$ cat src/rtl/rv_ctrl_pkg.sv
// rtl/rv_ctrl_pkg.sv - shared encodings for the multicycle RV32I control path
package rv_ctrl_pkg;

  typedef enum logic [3:0] {
    S_FETCH    = 4'd0,
    S_DECODE   = 4'd1,
    S_MEMADR   = 4'd2,
    S_MEMREAD  = 4'd3,
    S_MEMWB    = 4'd4,
    S_MEMWRITE = 4'd5,
    S_EXECR    = 4'd6,
    S_EXECI    = 4'd7,
    S_ALUWB    = 4'd8,
    S_BRANCH   = 4'd9,
    S_JAL      = 4'd10,
    S_JALR     = 4'd11,
    S_JALRWB   = 4'd12
  } state_t;

  localparam logic [6:0] OP_LOAD   = 7'b0000011;
  localparam logic [6:0] OP_STORE  = 7'b0100011;
  localparam logic [6:0] OP_RTYPE  = 7'b0110011;
  localparam logic [6:0] OP_ITYPE  = 7'b0010011;
  localparam logic [6:0] OP_BRANCH = 7'b1100011;
  localparam logic [6:0] OP_JAL    = 7'b1101111;
  localparam logic [6:0] OP_JALR   = 7'b1100111;

  localparam logic [2:0] ALU_ADD = 3'b000;
  localparam logic [2:0] ALU_SUB = 3'b001;
  localparam logic [2:0] ALU_AND = 3'b010;
  localparam logic [2:0] ALU_OR  = 3'b011;
  localparam logic [2:0] ALU_XOR = 3'b100;
  localparam logic [2:0] ALU_SLT = 3'b101;

  localparam logic [1:0] ALUOP_ADD   = 2'b00;
  localparam logic [1:0] ALUOP_SUB   = 2'b01;
  localparam logic [1:0] ALUOP_FUNCT = 2'b10;

  localparam logic [1:0] IMM_I = 2'b00;
  localparam logic [1:0] IMM_S = 2'b01;
  localparam logic [1:0] IMM_B = 2'b10;
  localparam logic [1:0] IMM_J = 2'b11;

  localparam logic [1:0] RES_ALUOUT    = 2'b00;
  localparam logic [1:0] RES_DATA      = 2'b01;
  localparam logic [1:0] RES_ALURESULT = 2'b10;

  localparam logic [1:0] SRCA_PC    = 2'b00;
  localparam logic [1:0] SRCA_OLDPC = 2'b01;
  localparam logic [1:0] SRCA_RD1   = 2'b10;

  localparam logic [1:0] SRCB_RD2  = 2'b00;
  localparam logic [1:0] SRCB_IMM  = 2'b01;
  localparam logic [1:0] SRCB_FOUR = 2'b10;

  // Immediate format depends only on the opcode, so it is valid in every state.
  function automatic logic [1:0] imm_src_of(input logic [6:0] op);
    case (op)
      OP_STORE:  return IMM_S;
      OP_BRANCH: return IMM_B;
      OP_JAL:    return IMM_J;
      default:   return IMM_I;
    endcase
  endfunction

endpackage

$ cat src/rtl/alu_decoder.sv
// rtl/alu_decoder.sv - maps aluOp/funct3/funct7b5 onto the ALU control code
module alu_decoder
  import rv_ctrl_pkg::*;
(
  input  logic [1:0] alu_op_i,
  input  logic [2:0] funct3_i,
  input  logic       op5_i,
  input  logic       funct7b5_i,
  output logic [2:0] alu_control_o
);

  always_comb begin
    alu_control_o = ALU_ADD;
    case (alu_op_i)
      ALUOP_SUB: alu_control_o = ALU_SUB;
      ALUOP_FUNCT: begin
        case (funct3_i)
          // Immediate forms never subtract: funct7b5 is part of the immediate there.
          3'b000:  alu_control_o = (op5_i & funct7b5_i) ? ALU_SUB : ALU_ADD;
          3'b010:  alu_control_o = ALU_SLT;
          3'b100:  alu_control_o = ALU_XOR;
          3'b110:  alu_control_o = ALU_OR;
          3'b111:  alu_control_o = ALU_AND;
          default: alu_control_o = ALU_ADD;
        endcase
      end
      default: alu_control_o = ALU_ADD;
    endcase
  end

endmodule

$ cat src/rtl/multicycle_controller.sv
// rtl/multicycle_controller.sv - Moore FSM sequencing the multicycle RV32I datapath
module multicycle_controller
  import rv_ctrl_pkg::*;
(
  input  logic       clk,
  input  logic       reset,
  input  logic [6:0] op,
  input  logic [2:0] funct3,
  input  logic       funct7b5,
  input  logic       Zero,
  input  logic       ALUR31,
  input  logic       mem_ready,
  output logic       PCWrite,
  output logic       AdrSrc,
  output logic       MemWrite,
  output logic       IRWrite,
  output logic       RegWrite,
  output logic [1:0] ResultSrc,
  output logic [1:0] ALUSrcA,
  output logic [1:0] ALUSrcB,
  output logic [1:0] ImmSrc,
  output logic [2:0] AluControl,
  output logic       instr_done,
  output logic       illegal
);

  state_t     state_q, state_d;
  logic [1:0] alu_op;
  logic       pc_write, ir_write, mem_write, reg_write;

  function automatic logic branch_taken(input logic [2:0] f3, input logic zero, input logic neg);
    case (f3)
      3'b000:  return zero;
      3'b001:  return ~zero;
      3'b100:  return neg;
      3'b101:  return ~neg;
      default: return 1'b0;
    endcase
  endfunction

  always_ff @(posedge clk or posedge reset) begin
    if (reset) state_q <= S_FETCH;
    else       state_q <= state_d;
  end

  always_comb begin
    state_d    = S_FETCH;
    pc_write   = 1'b0;
    ir_write   = 1'b0;
    mem_write  = 1'b0;
    reg_write  = 1'b0;
    AdrSrc     = 1'b0;
    ResultSrc  = RES_ALUOUT;
    ALUSrcA    = SRCA_PC;
    ALUSrcB    = SRCB_RD2;
    alu_op     = ALUOP_ADD;
    instr_done = 1'b0;
    illegal    = 1'b0;
    case (state_q)
      S_FETCH: begin
        ALUSrcB   = SRCB_FOUR;
        ResultSrc = RES_ALURESULT;
        pc_write  = mem_ready;
        ir_write  = mem_ready;
        state_d   = mem_ready ? S_DECODE : S_FETCH;
      end
      S_DECODE: begin
        ALUSrcA = SRCA_OLDPC;
        ALUSrcB = SRCB_IMM;
        case (op)
          OP_LOAD, OP_STORE: state_d = S_MEMADR;
          OP_RTYPE:          state_d = S_EXECR;
          OP_ITYPE:          state_d = S_EXECI;
          OP_BRANCH:         state_d = S_BRANCH;
          OP_JAL:            state_d = S_JAL;
          OP_JALR:           state_d = S_JALR;
          default: begin
            illegal = 1'b1;
            state_d = S_FETCH;
          end
        endcase
      end
      S_MEMADR: begin
        ALUSrcA = SRCA_RD1;
        ALUSrcB = SRCB_IMM;
        state_d = op[5] ? S_MEMWRITE : S_MEMREAD;
      end
      S_MEMREAD: begin
        AdrSrc  = 1'b1;
        state_d = mem_ready ? S_MEMWB : S_MEMREAD;
      end
      S_MEMWB: begin
        ResultSrc  = RES_DATA;
        reg_write  = 1'b1;
        instr_done = 1'b1;
      end
      S_MEMWRITE: begin
        AdrSrc     = 1'b1;
        mem_write  = 1'b1;
        instr_done = mem_ready;
        state_d    = mem_ready ? S_FETCH : S_MEMWRITE;
      end
      S_EXECR: begin
        ALUSrcA = SRCA_RD1;
        alu_op  = ALUOP_FUNCT;
        state_d = S_ALUWB;
      end
      S_EXECI: begin
        ALUSrcA = SRCA_RD1;
        ALUSrcB = SRCB_IMM;
        alu_op  = ALUOP_FUNCT;
        state_d = S_ALUWB;
      end
      S_ALUWB: begin
        reg_write  = 1'b1;
        instr_done = 1'b1;
      end
      S_BRANCH: begin
        ALUSrcA    = SRCA_RD1;
        alu_op     = ALUOP_SUB;
        pc_write   = branch_taken(funct3, Zero, ALUR31);
        instr_done = 1'b1;
      end
      S_JAL: begin
        // Jump target was formed in DECODE; the ALU now builds the link value.
        pc_write = 1'b1;
        ALUSrcA  = SRCA_OLDPC;
        ALUSrcB  = SRCB_FOUR;
        state_d  = S_ALUWB;
      end
      S_JALR: begin
        ALUSrcA   = SRCA_RD1;
        ALUSrcB   = SRCB_IMM;
        ResultSrc = RES_ALURESULT;
        pc_write  = 1'b1;
        state_d   = S_JALRWB;
      end
      S_JALRWB: begin
        ALUSrcA    = SRCA_OLDPC;
        ALUSrcB    = SRCB_FOUR;
        ResultSrc  = RES_ALURESULT;
        reg_write  = 1'b1;
        instr_done = 1'b1;
      end
      default: state_d = S_FETCH;
    endcase
  end

  alu_decoder u_alu_decoder (
    .alu_op_i      (alu_op),
    .funct3_i      (funct3),
    .op5_i         (op[5]),
    .funct7b5_i    (funct7b5),
    .alu_control_o (AluControl)
  );

  assign ImmSrc = imm_src_of(op);

  // Architectural write strobes must stay quiet for the whole reset pulse.
  assign PCWrite  = pc_write  & ~reset;
  assign IRWrite  = ir_write  & ~reset;
  assign MemWrite = mem_write & ~reset;
  assign RegWrite = reg_write & ~reset;

endmodule

$ cat config.mk
export PLATFORM = sky130hd
export DESIGN_NAME = multicycle_controller
export DESIGN_NICKNAME = d
export VERILOG_FILES = /design/src/rtl/rv_ctrl_pkg.sv /design/src/rtl/alu_decoder.sv /design/src/rtl/multicycle_controller.sv
export SDC_FILE = /design/constraint.sdc
export NUM_CORES = 1
export LEC_CHECK = 0
export ABC_CLOCK_PERIOD_IN_PS = 3650
export CORE_ASPECT_RATIO = 1.1
export CORE_MARGIN = 8
export CORE_UTILIZATION = 41
export DETAILED_ROUTE_END_ITERATION = 8
export PLACE_DENSITY = 0.94
export REMOVE_ABC_BUFFERS = 1
export SLEW_MARGIN = 5
export SYNTH_ARGS = -nofsm -noshare
export SYNTH_HDL_FRONTEND = slang
export SYNTH_SLANG_ARGS = --single-unit
$ cat constraint.sdc
create_clock -name clk -period 3.65 [get_ports clk]
set_input_delay 0.73 -clock clk [delete_from_list [all_inputs] [get_ports clk]]
set_output_delay 0.73 -clock clk [all_outputs]
set_load 0.1 [all_outputs]
After elaboration in Yosys (flattened, before gate mapping)
Index checks and enable logic that the tools add are counted.
- bits in registers: 4
- eq/ne operators: 27
- multiplexer cells: 23
- bitwise gates (word level): 8
- reductions and logical operators: 15
- operators with widths (kind ; number):
    one-hot mux 4 bit (7 select lines) ; 1
    one-hot mux 4 bit (6 select lines) ; 1
    equality test 7 bit, second input constant ; 3
    equality test 4 bit, second input constant ; 5
    equality test 4 x 3 -> 1 bit, second input constant ; 4
    one-hot mux 2 bit (2 select lines) ; 4
    one-hot mux 3 bit (5 select lines) ; 1
    OR reduction 3 bit ; 5
    equality test 7 x 6 -> 1 bit, second input constant ; 2
    equality test 3 bit, second input constant ; 4
    2-to-1 mux 3 bit ; 3
    equality test 4 x 2 -> 1 bit, second input constant ; 2
    2-to-1 mux 1 bit ; 8
    OR reduction 2 bit ; 4
    OR reduction 4 bit ; 2
    equality test 7 x 2 -> 1 bit, second input constant ; 1
    equality test 7 x 5 -> 1 bit, second input constant ; 1
    OR reduction 7 bit ; 1
    one-hot mux 2 bit (3 select lines) ; 1
    one-hot mux 3 bit (2 select lines) ; 1
    bitwise AND 1 bit ; 5
    OR reduction 5 bit ; 1
    equality test 4 x 1 -> 1 bit, second input constant ; 1
    zero test 4 bit ; 1
    other kinds (9) ; 11

Depth between registers and ports, before layout
- depth in word-level cells: 5
- mapped depth: 7
- mapped depth without buffers: 6

By module
A second synthesis with hierarchy kept.
- cells, all modules: 107
- area, all modules: 758.2 um^2
- modules (own cells, without submodules) (module ; times used ; cells an instance ; area each (um^2)):
    multicycle_controller ; 1 ; 95 ; 659.4
    alu_decoder ; 1 ; 12 ; 98.8

Least setup slack after synthesis
No wires, ideal clock.
- path type: input -> output
- start: input port op[2]
- end: output port ImmSrc[0]
- arrival time: 3.252 ns
- data required time: 2.920 ns
- setup slack: -0.332 ns
- stages: 2
- path buffers: 0
- cell sequence: nand4bb_1 -> o31ai_1
- longest elaborated chain between the ends: 2
- elaborated cells on any way between the ends: 4
- classes of those cells: eq/ne (3); mux (1)
- ends and longest elaborated chain (element ; RTL line ; RTL):
    start, declared ; multicycle_controller.sv:7 ; input logic [6:0] op,
    equality test 7 bit or equality test 7 x 6 -> 1 bit (tied branches) ; rv_ctrl_pkg.sv:58 ; case (op)
    one-hot mux 2 bit (3 select lines) (*) ; rv_ctrl_pkg.sv:58 ;
    end, declared ; multicycle_controller.sv:21 ; output logic [1:0] ImmSrc,
Mark *: on every way between the ends. The rest lies on a longest branch, timed or not.

Worst setup path in the final report
- start: input port op[5]
- end: output port ImmSrc[1]
The elaborated chain is that of the path after synthesis.

==> flow_summary.json <==
{
  "status": "complete, no violations",
  "cellPowerDensity_mw_per_mm2": 306,
  "cts_num_sinks": 4,
  "gr-total-overflow": 0,
  "placedCellCount": 137,
  "io_buffer_count": 33,
  "timing.critical_path.from_type": "primary input",
  "async_flop_share_pct": 100,
  "route.detailed.wl_per_inst_um": 14.5,
  "cp_data_arrival_time_ps": 2340,
  "p_leak_nw": 0.448,
  "viasPerCell": 5.62,
  "cts-buffers-inserted": 3,
  "syn_area_per_cell_um2": 7.08,
  "dpl_cell_area_um2": 995,
  "slew-limit-headroom_pct": 73.4,
  "htree_levels": 1,
  "critical_path.startpoint": "op[5]",
  "reg.largest.list": "state_q x4",
  "largest_reg_flops": 4,
  "worst_r2r_path_depth": 4,
  "layout.cells.most_common_list": "sky130_fd_sc_hd__clkdlybuf4s50_1, sky130_fd_sc_hd__buf_4, sky130_fd_sc_hd__nor2_1",
  "gp_routability_congestion": 0.902,
  "n_fill_cell": 129,
  "cts.reportedPaths.clkPinSlew_ps": 40,
  "drt-pass1-iter-count": 4,
  "num_vias": 787,
  "grt_pass1_wl_um": 3430,
  "hold_class": "reg -> reg",
  "number_of_setup_buffers_added_after_cts": 0,
  "commonest_non_fill_non_tap_cell_in_the_layout": "sky130_fd_sc_hd__clkdlybuf4s50_1",
  "first_global_vias": 807,
  "ys_warn_count": 0,
  "drive_above_1_share_pct": 20.3,
  "clock_tree.buffer_depth": 2,
  "dp_worst_setup_slack_ps": 583,
  "syn2layout_area_growth_pct": 57.9,
  "worstSkewPairLatency_ps": 230,
  "floorplan.die.width_um": 53.8,
  "instances_no_fill": 140,
  "cts_tree": "built",
  "syn-instance-count": 91,
  "floorplan.initialDensity_pct": 42.4,
  "grt_max_degree": 15,
  "period_share_pct": 84.2,
  "timing.critical_path.slowest_cell_delay_ps": 600,
  "utilization_pct": 66.9,
  "path_type_of_the_worst_setup_path": "in -> out",
  "yosysUniqueCellTypes": 37,
  "root_buffer": "sky130_fd_sc_hd__clkbuf_4",
  "clock.fmax_mhz": 325,
  "critical-path-slowest-cell": "sky130_fd_sc_hd__clkdlybuf4s50_1",
  "synth-seq-area-share_pct": 15.5,
  "timing.critical_path.cells": "clkdlybuf4s50_1 > nand3b_1 > nor2_1 > nand2_1 > o21ai_0 > buf_12",
  "floorplan.core_area_mm2": 0.00152,
  "hold_viol_final": 0,
  "number_of_synthesized_flops_with_an_enable_pin": 0,
  "number_of_antenna_violations_at_the_first_check_in_global_routing": 0,
  "worst_r2r_endpoint": "state_q[0]",
  "cts-hold-fix-buffers": 0,
  "finalWorstSetupSlack_ps": 575,
  "timing.hold.ws_ps": 713,
  "postLayoutCellArea_mm2": 0.00102,
  "synthFlopType": "sky130_fd_sc_hd__dfrtp_1",
  "report.final.slew_viol_count": 0,
  "detail_route.wirelength_um": 2030,
  "die_height_um": 57.6,
  "setup-violations-final": 0,
  "post_synth_instance_area_um2": 644,
  "critical_path.reg2reg.startpoint": "state_q[1]",
  "global_route.usage.total_pct": 13.6,
  "worst-r2r-setup-slack_ps": 2140,
  "max_cap_viol_count": 0,
  "dp.final_hpwl_um": 1760,
  "cts_resized": 0,
  "vdd_drop_max_uv": 309,
  "detail-route-antenna-nets": 0,
  "first_iter_violations": 7,
  "antenna-diode-count": 0,
  "remaining_drc_errors": 0,
  "rsz0062_at_grt": "false",
  "yosys_register_bits": 4,
  "timing.critical_path.required_ps": 2920,
  "layout.nets": 143,
  "final.setup_skew_ps": 2.18,
  "num_rows": 15,
  "endpoint": "ImmSrc[1]",
  "worst_slew_pin_slew_ps": 395,
  "ioPinCount": 34,
  "path_max_fanout": 6,
  "setup.worst_path.end_class": "output port",
  "period_needed_ps": 3070,
  "largest-register": "state_q",
  "die_outline_area_mm2": 0.00310
}
==> synthesized netlist by cell type, drive strengths merged (2+ instances only) <==
| cell | n | area (µm²) |
|---|---|---|
| or2 | 2 | 12.5 |
| a21oi | 3 | 15.0 |
| nor2 | 10 | 37.5 |
| xor2 | 2 | 17.5 |
| o21ai | 6 | 30.0 |
| o21bai | 2 | 15.0 |
| dfrtp | 4 | 100 |
| nor2b | 2 | 12.5 |
| nor3 | 5 | 25.0 |
| inv | 6 | 22.5 |
| nand3 | 4 | 20.0 |
| ha | 2 | 25.0 |
| nand2 | 8 | 30.0 |
| mux2i | 3 | 30.0 |
| a31oi | 2 | 12.5 |
| nand2b | 4 | 25.0 |
| o211ai | 3 | 22.5 |
| and3 | 3 | 18.8 |
| clkbuf | 3 | 11.3 |
| o31ai | 2 | 15.0 |
==> worst min path at each step <==
stage / startpoint / end / slack, ps / cells after the start
after global placement: state_q[1] / state_q[3] / 700 / 2
after detailed placement: state_q[1] / state_q[3] / 700 / 2
after floorplan: reset / state_q[0] / 500 / 1
final: state_q[1] / state_q[3] / 710 / 2
after global routing: state_q[1] / state_q[3] / 770 / 2
after CTS: state_q[1] / state_q[3] / 710 / 2
==> cells by family (layout without fill, tap and decap cells) <==
kind of cell | Yosys count | after routing | share of synthesized area (%)
and+or+nand+nor | 45 | 45 | 38.1
AOI/OAI and AO/OA | 24 | 24 | 27.4
adders and majority gates | 2 | 2 | 3.88
DFF | 4 | 4 | 15.5
muxes | 3 | 3 | 4.66
buffers and inverters | 10 | 42 | 6.41
xor gates and xnor gates | 3 | 3 | 4.08
==> power by group <==
part,switching (mW),leakage [nW],internal [mW]
registers,0.00745,0.0542,0.0471
clock network,0.0148,0.0138,0.0365
logic,0.145,0.380,0.0607
total,0.167,0.448,0.144
==> metal layers <==
metal | wire [µm] | global-route usage [%] | vias to the layer above
li1 | - | - | 396
met1 | 737 | 13.8 | 362
met2 | 1090 | 25.9 | 27
met3 | 178 | 3.64 | 2
met4 | 21 | 2.53 | 0
met5 | 0 | 0 | -
==> per-stage QoR <==
stage	setup TNS (ps)	power, mW
finish	0	0.312
global route	0	0.326
CTS	0	0.315
detailed placement	0	0.261
global placement	0	0.259
floorplan	-713	0.197
==> area by class of cell <==
| class | count | area, µm² | share of cell area [%] |
|---|---|---|---|
| Timing Repair Buffer | 33 | 348 | 34.2 |
| Multi-Input combinational cell | 77 | 503 | 49.4 |
| Clock buffer | 3 | 22.5 | 2.21 |
| Tap cell | 17 | 21.3 | 2.09 |
| Sequential cell | 4 | 100 | 9.84 |
| Inverter | 6 | 22.5 | 2.21 |
==> critical path: cells and delay by family <==
family,cells,cell delay [ps]
AND/OR/NAND/NOR,3,610
buffers and inverters,2,830
AO/OA/AOI/OAI,1,170
Power figures use the tool's default switching activity.
